### config.mk
export PLATFORM = sky130hd
export DESIGN_NAME = frame_reader_flat
export DESIGN_NICKNAME = d
export VERILOG_FILES = /design/src/rtl/frame_reader_if.sv /design/src/rtl/frame_reader.sv /design/src/flat_wrapper.sv
export SDC_FILE = /design/constraint.sdc
export NUM_CORES = 1
export LEC_CHECK = 0
export ABC_AREA = 1
export CORE_AREA = 2 2 238 240
export DETAILED_ROUTE_END_ITERATION = 7
export DIE_AREA = 0 0 240 242
export PLACE_DENSITY = 0.53
export SLEW_MARGIN = 5
export SYNTH_ARGS = -nofsm -noshare
export SYNTH_HDL_FRONTEND = slang
export SYNTH_SLANG_ARGS = --single-unit
### constraint.sdc
create_clock -name clk -period 2.15 [get_ports clk]
set_input_delay 0.3225 -clock clk [delete_from_list [all_inputs] [get_ports clk]]
set_output_delay 0.3225 -clock clk [all_outputs]
set_load 0.005 [all_outputs]
### src/rtl/frame_reader_if.sv
// rtl/frame_reader_if.sv - MIG read port and output FIFO write port bundle
interface frame_reader_if;
  logic         mem_rd_req;
  logic [28:0]  mem_rd_addr;
  logic         mem_rd_ack;
  logic         mem_rd_data_valid;
  logic [255:0] mem_rd_data;
  logic         ob_wr_en;
  logic [255:0] ob_din;
  logic [8:0]   ob_count;
  logic         ob_full;

  modport master (
    output mem_rd_req, mem_rd_addr, ob_wr_en, ob_din,
    input  mem_rd_ack, mem_rd_data_valid, mem_rd_data, ob_count, ob_full
  );

  modport slave (
    input  mem_rd_req, mem_rd_addr, ob_wr_en, ob_din,
    output mem_rd_ack, mem_rd_data_valid, mem_rd_data, ob_count, ob_full
  );
endinterface

### src/rtl/frame_reader.sv
// rtl/frame_reader.sv - credit-gated DDR frame fetch into the output FIFO
module frame_reader #(
  parameter int OB_DEPTH          = 256,
  parameter int MAX_OUTSTANDING   = 16,
  parameter int ADDRESS_INCREMENT = 8
) (
  input  logic                 clk,
  input  logic                 reset_n,
  input  logic                 trigger,
  input  logic [29:0]          start_addr,
  input  logic [23:0]          burst_count,
  output logic                 busy,
  output logic                 frame_read,
  output logic                 overflow,
  frame_reader_if.master       mem
);

  typedef enum logic [2:0] {
    S_IDLE,
    S_ISSUE,
    S_WAIT_ACK,
    S_DRAIN,
    S_DONE
  } state_t;

  state_t      state;
  logic [23:0] remaining;
  logic [4:0]  outstanding;
  logic [9:0]  credit_sum;
  logic        can_issue;
  logic        unused_addr_lsb;

  assign unused_addr_lsb = start_addr[0];

  // Words sitting in the data register still count as outstanding until written.
  assign credit_sum = {1'b0, mem.ob_count} + {5'b0, outstanding};
  assign can_issue  = (credit_sum < 10'(OB_DEPTH)) &&
                      (outstanding < 5'(MAX_OUTSTANDING));

  always_ff @(posedge clk or negedge reset_n) begin
    if (!reset_n) begin
      mem.ob_wr_en <= 1'b0;
      mem.ob_din   <= '0;
      overflow     <= 1'b0;
    end else begin
      mem.ob_wr_en <= mem.mem_rd_data_valid;
      mem.ob_din   <= mem.mem_rd_data;
      overflow     <= mem.mem_rd_data_valid && mem.ob_full;
    end
  end

  always_ff @(posedge clk or negedge reset_n) begin
    if (!reset_n) begin
      outstanding <= '0;
    end else begin
      case ({mem.mem_rd_ack, mem.ob_wr_en})
        2'b10:   outstanding <= outstanding + 5'd1;
        2'b01:   if (outstanding != 5'd0) outstanding <= outstanding - 5'd1;
        default: outstanding <= outstanding;
      endcase
    end
  end

  always_ff @(posedge clk or negedge reset_n) begin
    if (!reset_n) begin
      state           <= S_IDLE;
      busy            <= 1'b0;
      frame_read      <= 1'b0;
      mem.mem_rd_req  <= 1'b0;
      mem.mem_rd_addr <= '0;
      remaining       <= '0;
    end else begin
      frame_read <= 1'b0;
      case (state)
        S_IDLE: begin
          if (trigger) begin
            mem.mem_rd_addr <= start_addr[29:1];
            remaining       <= burst_count;
            busy            <= 1'b1;
            state           <= (burst_count == 24'd0) ? S_DONE : S_ISSUE;
          end
        end
        S_ISSUE: begin
          if (can_issue && !mem.mem_rd_ack) begin
            mem.mem_rd_req <= 1'b1;
            state          <= S_WAIT_ACK;
          end
        end
        S_WAIT_ACK: begin
          if (mem.mem_rd_ack) begin
            mem.mem_rd_req  <= 1'b0;
            mem.mem_rd_addr <= mem.mem_rd_addr + 29'(ADDRESS_INCREMENT);
            remaining       <= remaining - 24'd1;
            state           <= (remaining == 24'd1) ? S_DRAIN : S_ISSUE;
          end
        end
        S_DRAIN: begin
          if ((outstanding == 5'd0) && !mem.ob_wr_en) state <= S_DONE;
        end
        S_DONE: begin
          frame_read <= 1'b1;
          busy       <= 1'b0;
          state      <= S_IDLE;
        end
        default: state <= S_IDLE;
      endcase
    end
  end

endmodule

### src/flat_wrapper.sv
// flat-port wrapper written by rule: the top's interface ports become plain ports
module frame_reader_flat 
#(
  parameter int OB_DEPTH          = 256,
  parameter int MAX_OUTSTANDING   = 16,
  parameter int ADDRESS_INCREMENT = 8
)
  (clk, reset_n, trigger, start_addr, burst_count, busy, frame_read, overflow, mem_mem_rd_req, mem_mem_rd_addr, mem_ob_wr_en, mem_ob_din, mem_mem_rd_ack, mem_mem_rd_data_valid, mem_mem_rd_data, mem_ob_count, mem_ob_full);
  frame_reader_if mem_i ();
  input  logic clk;
  input  logic reset_n;
  input  logic trigger;
  input  logic [29:0] start_addr;
  input  logic [23:0] burst_count;
  output logic busy;
  output logic frame_read;
  output logic overflow;
  output wire logic [$bits(mem_i.mem_rd_req)-1:0] mem_mem_rd_req;
  output wire logic [$bits(mem_i.mem_rd_addr)-1:0] mem_mem_rd_addr;
  output wire logic [$bits(mem_i.ob_wr_en)-1:0] mem_ob_wr_en;
  output wire logic [$bits(mem_i.ob_din)-1:0] mem_ob_din;
  input wire logic [$bits(mem_i.mem_rd_ack)-1:0] mem_mem_rd_ack;
  input wire logic [$bits(mem_i.mem_rd_data_valid)-1:0] mem_mem_rd_data_valid;
  input wire logic [$bits(mem_i.mem_rd_data)-1:0] mem_mem_rd_data;
  input wire logic [$bits(mem_i.ob_count)-1:0] mem_ob_count;
  input wire logic [$bits(mem_i.ob_full)-1:0] mem_ob_full;
  assign mem_mem_rd_req = mem_i.mem_rd_req;
  assign mem_mem_rd_addr = mem_i.mem_rd_addr;
  assign mem_ob_wr_en = mem_i.ob_wr_en;
  assign mem_ob_din = mem_i.ob_din;
  assign mem_i.mem_rd_ack = mem_mem_rd_ack;
  assign mem_i.mem_rd_data_valid = mem_mem_rd_data_valid;
  assign mem_i.mem_rd_data = mem_mem_rd_data;
  assign mem_i.ob_count = mem_ob_count;
  assign mem_i.ob_full = mem_ob_full;
  frame_reader #(.OB_DEPTH(OB_DEPTH), .MAX_OUTSTANDING(MAX_OUTSTANDING), .ADDRESS_INCREMENT(ADDRESS_INCREMENT)) u_core (.clk(clk), .reset_n(reset_n), .trigger(trigger), .start_addr(start_addr), .burst_count(burst_count), .busy(busy), .frame_read(frame_read), .overflow(overflow), .mem(mem_i));
endmodule
# Yosys cells after proc, flatten, opt, wreduce, memory -nomap -nowiden
# Cells that the tools add are included.
[word_totals]
reg_bits = 322
in_bits = 325
output_inout_bits = 290
wordCells = 69
[op_classes]
n_addsub = 5
magnitude_cmp = 2
n_eq_ne = 12
n_mux = 21
reduce_logical = 19
[op_table]
columns = ["cell", "n"]
rows = [
  ["$mux 29", 2],
  ["$pmux 29 s2", 1],
  ["$mux 24", 2],
  ["$pmux 24 s2", 1],
  ["$add 29x4->29 const B", 1],
  ["$eq 24x1->1 const B", 1],
  ["$logic_not 24->1", 1],
  ["$sub 24x1->24 const B", 1],
  ["$mux 3", 5],
  ["$pmux 3 s4", 1],
  ["$add 9x5->10", 1],
  ["$lt 10x9->1 const B", 1],
  ["$pmux 5 s2", 1],
  ["$reduce_bool 2->1", 4],
  ["$eq 3x2->1 const B", 2],
  ["$ne 2x1->1 const B", 3],
  ["$reduce_and 3->1", 2],
  ["$add 5x1->5 const B", 1],
  ["$logic_not 5->1", 1],
  ["$lt 5x5->1 const B", 1],
  ["$mux 5", 1],
  ["$reduce_bool 5->1", 1],
  ["$sub 5x1->5 const B", 1],
  ["$logic_and 1x1->1", 4],
  ["12 further kinds", 19],
]

# Logic depth before layout (Yosys ltp)
[logic_depth]
word_depth = 6
mapped_depth = 12
depth_no_buf = 12

# Worst setup path before layout
# OpenSTA, ideal clock, no wires.
[synth_timing]
path_type = "register to register"
startpoint = "register u_core.mem.ob_wr_en"
endpoint = "register u_core.outstanding[4]"
setup_time_ps = 79
arrival_time_ps = 1537
required_time_ps = 2071
slack_ps = 534
path_stages_with_launch = 10
path_buffers = 0
period_less_slack_ps = 1616
cell_sequence = "dfrtp_1 > nand2_1 > inv_1 > ha_1 > nand2_1 > nor2_1 > a211oi_1 > a21oi_1 > a21oi_1 > xor2_1"
[synth_via]
elab_chain_len = 3
word_cells_on_any_way = 6
cone_classes = "eq/ne (3); mux (1); reduce/logical (2)"
[synth_lines]
columns = ["item", "line", "source"]
rows = [
  ["start, declared", "frame_reader_if.sv:14", "output mem_rd_req, mem_rd_addr, ob_wr_en, ob_din,"],
  ["start signal, assigned", "frame_reader.sv:46", "mem.ob_wr_en <= mem.mem_rd_data_valid;"],
  ["$eq 2x1->1 / $eq 2x2->1 (equally long branches)", "frame_reader.sv:56", "case ({mem.mem_rd_ack, mem.ob_wr_en})"],
  ["$ne 2x1->1 (no source line) / $reduce_bool 2->1 (equally long branches)", "-", ""],
  ["$reduce_and 2->1 (no source line)", "-", ""],
  ["end signal, assigned", "frame_reader.sv:57", "2'b10: outstanding <= outstanding + 5'd1;"],
  ["end signal, assigned", "frame_reader.sv:58", "2'b01: if (outstanding != 5'd0) outstanding <= outstanding - 5'd1;"],
  ["end signal, assigned", "frame_reader.sv:59", "default: outstanding <= outstanding;"],
  ["end, declared", "frame_reader.sv:28", "logic [4:0] outstanding;"],
]
# Parallel ways exist; a longest one is shown, timed or not.
# A chain may end at the register's enable or synchronous reset.

# Worst setup path after layout
[layout_timing]
startpoint = "register u_core.mem.ob_wr_en"
endpoint = "output port mem_ob_wr_en"
[layout_rtl]
columns = ["item", "line", "source"]
rows = [
  ["end, declared", "flat_wrapper.sv:20", "output wire logic [$bits(mem_i.ob_wr_en)-1:0] mem_ob_wr_en;"],
]
# No word-level cell between the ends.

==> qor.log <==
[job] max-cap check violation count 0
[power] areal power density over the cells 1010 nW/µm²
[status] run status complete, no violations
[timing] setup repair after global routing missed its margin no
[die] core area 55700 µm²
[power] total leakage power 8.45 nW
[detailed_routing] remaining antenna violation count 0
[cts] source-to-sink clock delay at the later pin of the worst-skew pair 540 ps
[power] combinational group share of total power 27.0%
[cts] number of buffers inserted during clock tree synthesis 39
[global_route] total routing usage reported by global routing 15.0%
[die] starting density of the core 20.1%
[cts] maximum level of the CTS H-tree 2
[synth] Seq/Total Area, Yosys 71.8%
[power] Max rail drop VDD 0.000548 V
[finish] synthesis-to-layout area growth 76.6%
[detailed_routing] detailed-route wire length per cell 18.2 µm
[detailed_routing] routed via count divided by cell count 3.94
[global_route] number of global-route vias before repair 9822
[timing] max-slew violations 0
[worst_hold_path] hold_sp mem_mem_rd_data[248]
[global_route] antenna violations before repair 23
[worst_setup_path] crit start category flop
[place] port bufs 613
[worst_setup_path] arrival time at the worst endpoint 1620 ps
[cts] number of buffers on the longest clock path 3
[synth] Post-Synthesis Net Count 1289
[worst_setup_path] reg-to-reg startpoint u_core.remaining[0]
[timing] final worst path period share 90.1%
[worst_setup_path] CP Class flop to output port
[worst_setup_path] Critical Path RT 1830 ps
[timing] normalized max-slew margin 63.5%
[die] x dimension of the die 240 µm
[die] Total Die Area 58100 µm²
[die] number of rows in the core area 87
[place] pre-CTS WS -64.1 ps
[synth] library cell occupying the most area in the post-synthesis netlist dfrtp_1
[worst_hold_path] class of the worst hold path primary input to flop
[die] I/O pin count 615
[timing] count of endpoints failing setup in the final report 0
[power] sequential power share 38.8%
[cts] Clk pin slew, worst setup/hold paths 60 ps
[finish] fraction of final layout cells with drive strength greater than 1 7.63%
[detailed_routing] aggregate routed wire length 43800 µm
[timing] final hold viol count 0
[power] part of the power in the clock network 34.2%
[place] GP Congestion 0.901
[synth] Distinct cells, synth 43
[place] estimated wirelength of the detail-placed design 35000 µm
[synth] mean instance size in the synthesized netlist 11.8 µm²
[power] power dissipated by switching net loads 0.00613 W
[die] die height 242 µm
[detailed_routing] DRT Pass-1 Iters 5
[cts] post-CTS setup buffer count 0
[worst_setup_path] crit-path max FO 3
[timing] final worst slack 212 ps
[detailed_routing] via count 9453
[cts] # hold bufs at CTS 1
[timing] Fmax achieved 516 MHz
[cts] clock root buffer master clkbuf_16
[worst_setup_path] Worst setup EP type output port
[cts] CTS Sinks 322
[finish] fillers 5607
[synth] post-synthesis cell area 11200 µm²
[finish] number of nets in the final layout 1949
[power] internal power 0.0138 W
[timing] shortest period the worst path allows 1940 ps
[detailed_routing] detailed-route DRC error count 0
[worst_setup_path] timing startpoint of the critical path u_core.mem.ob_wr_en
[synth] leading cell types by total area after synthesis dfrtp_1, nand2_1, nor2_1
[detailed_routing] DRC violation total after the first TritonRoute iteration 536
[power] share of total power consumed by net switching 30.7%
[timing] Worst Skew 18.1 ps
[timing] Worst-Margin Slew 544 ps
[global_route] pin count of the biggest net entering global routing 66
[global_route] first-pass GRT wire length 64000 µm
[cts] number of instances resized during post-cts repair 0
[synth] share of the synthesized area in the top cell type 71.8%
[global_route] total gr overflow 0
[synth] Yosys Warn Count 0
[cts] clock tree from TritonCTS built
[synth] synthesized netlist cell count 953
[power] PnR Total Power 0.0199 W
[synth] total of flip-flops plus latches after synthesis 322
==> power groups by stage <==
stage          logic (W)  registers (W)  clock network, W
3_3_place_gp     0.00531        0.00780                 0
5_1_grt          0.00601        0.00786           0.00735
2_1_floorplan    0.00278        0.00764                 0
3_5_place_dp     0.00543        0.00782                 0
4_1_cts          0.00545        0.00772           0.00709
6_report         0.00538        0.00774           0.00682
==> final timing paths <==
path | cells past startpoint | slack [ps] | endpoint
setup / recovery | 2 | 210 | mem_ob_wr_en
hold reg to reg | 2 | 480 | u_core.mem.mem_rd_addr[1]
min in group asynchronous | 2 | 300 | u_core.mem.mem_rd_addr[4]
hold / removal | 1 | 210 | u_core.mem.ob_din[248]
setup reg to reg | 9 | 250 | u_core.remaining[18]
max in group asynchronous | 3 | 1140 | u_core.mem.mem_rd_addr[7]
==> cells by family (layout without fill, tap and decap cells) <==
kind of cell             after synthesis  after routing  synth area share [%]
AND/OR/NAND/NOR                      379            379                  14.5
flip-flops                           322            322                  71.8
AO/OA/AOI/OAI                        113            113                  6.13
buffers and inverters                102            788                  4.25
XOR/XNOR                              25             25                  1.95
adder cells (fa/ha/maj)               11             11                  1.29
multiplexers                           1              1                0.0892
other                                  0              7                     0
==> critical path, cell delays in order (launching register included) <==
cell             delay (ps)
dfrtp_1                 370
buf_4                   150
clkdlybuf4s50_1         550
==> metal layers <==
metal	share of wire (%)	track usage (%)
met2	52	26.9
met3	11	6.78
met4	2.8	4.48
met1	34	15.5
met5	0.45	0
==> sequential cells by signal (all words and copies together) (netlist names) <==
register                cells
u_core.mem.ob_wr_en         1
u_core.remaining           24
u_core.busy                 1
u_core.mem.mem_rd_req       1
u_core.mem.mem_rd_addr     29
u_core.overflow             1
u_core.outstanding          5
u_core.frame_read           1
u_core.mem.ob_din         256
u_core.state                3
==> cells in the mapped netlist, drive strengths merged <==
cell and number:
xnor2 4, ha 10, nor3 12, o21ai 66
a211oi 1, o211ai 12, a21oi 19, or2 5
nor4 2, inv 81, nand3b 2, o22ai 12
clkbuf 5, xor2 21, nand2 183, nor2 112
o31ai 1, a31oi 1, mux2i 1, fa 1
buf 16, a22oi 1, dfrtp 322, nand3 49
nand4 13, nor3b 1
==> layout by cell type (no fill, tap or decap), types with 3 or more instances in the layout <==
| cell | synthesis | routed |
|---|---|---|
| bufinv_16 | 0 | 4 |
| nand2_1 | 178 | 178 |
| clkinv_2 | 0 | 4 |
| ha_1 | 10 | 10 |
| o22ai_1 | 12 | 12 |
| o21ai_1 | 9 | 9 |
| diode_2 | 0 | 7 |
| clkbuf_16 | 0 | 40 |
| or2_2 | 4 | 4 |
| a21oi_1 | 19 | 19 |
| nor3_1 | 10 | 10 |
| o211ai_1 | 12 | 12 |
| buf_4 | 3 | 17 |
| clkbuf_8 | 0 | 10 |
| inv_1 | 78 | 78 |
| dfrtp_1 | 322 | 322 |
| o21ai_2 | 17 | 17 |
| o21ai_0 | 40 | 40 |
| xnor2_1 | 4 | 4 |
| clkdlybuf4s50_1 | 0 | 612 |
| nand3_1 | 48 | 48 |
| clkbuf_1 | 4 | 5 |
| buf_12 | 2 | 9 |
| xor2_1 | 21 | 21 |
| nand2_2 | 3 | 3 |
| nor2_1 | 109 | 109 |
| nand4_1 | 13 | 13 |
==> through the flow <==
stage,setup TNS (ps),util (%),hold slack (ps),area [µm²],instances
3_5_place_dp,-64.1,33.1,274,18400,2327
5_1_grt,0,35.5,164,19800,2396
6_report,0,35.5,208,19800,2402
2_1_floorplan,0,-,26.9,11200,953
3_3_place_gp,-54.9,33.1,272,18400,2327
4_1_cts,0,35.5,154,19800,2395
==> area by class of cell <==
class                           count  area (µm²)  area share [%]
Antenna cell                        7        17.5          0.0884
Clock buffer                       55        1160            5.84
Clock inverter                     12         181           0.916
Inverter                           81         307            1.55
Multi-Input combinational cell    529        2680            13.5
Sequential cell                   322        8060            40.7
Tap cell                          756         946            4.78
Timing Repair Buffer              640        6460            32.6
(Power assumes the default switching activity.)
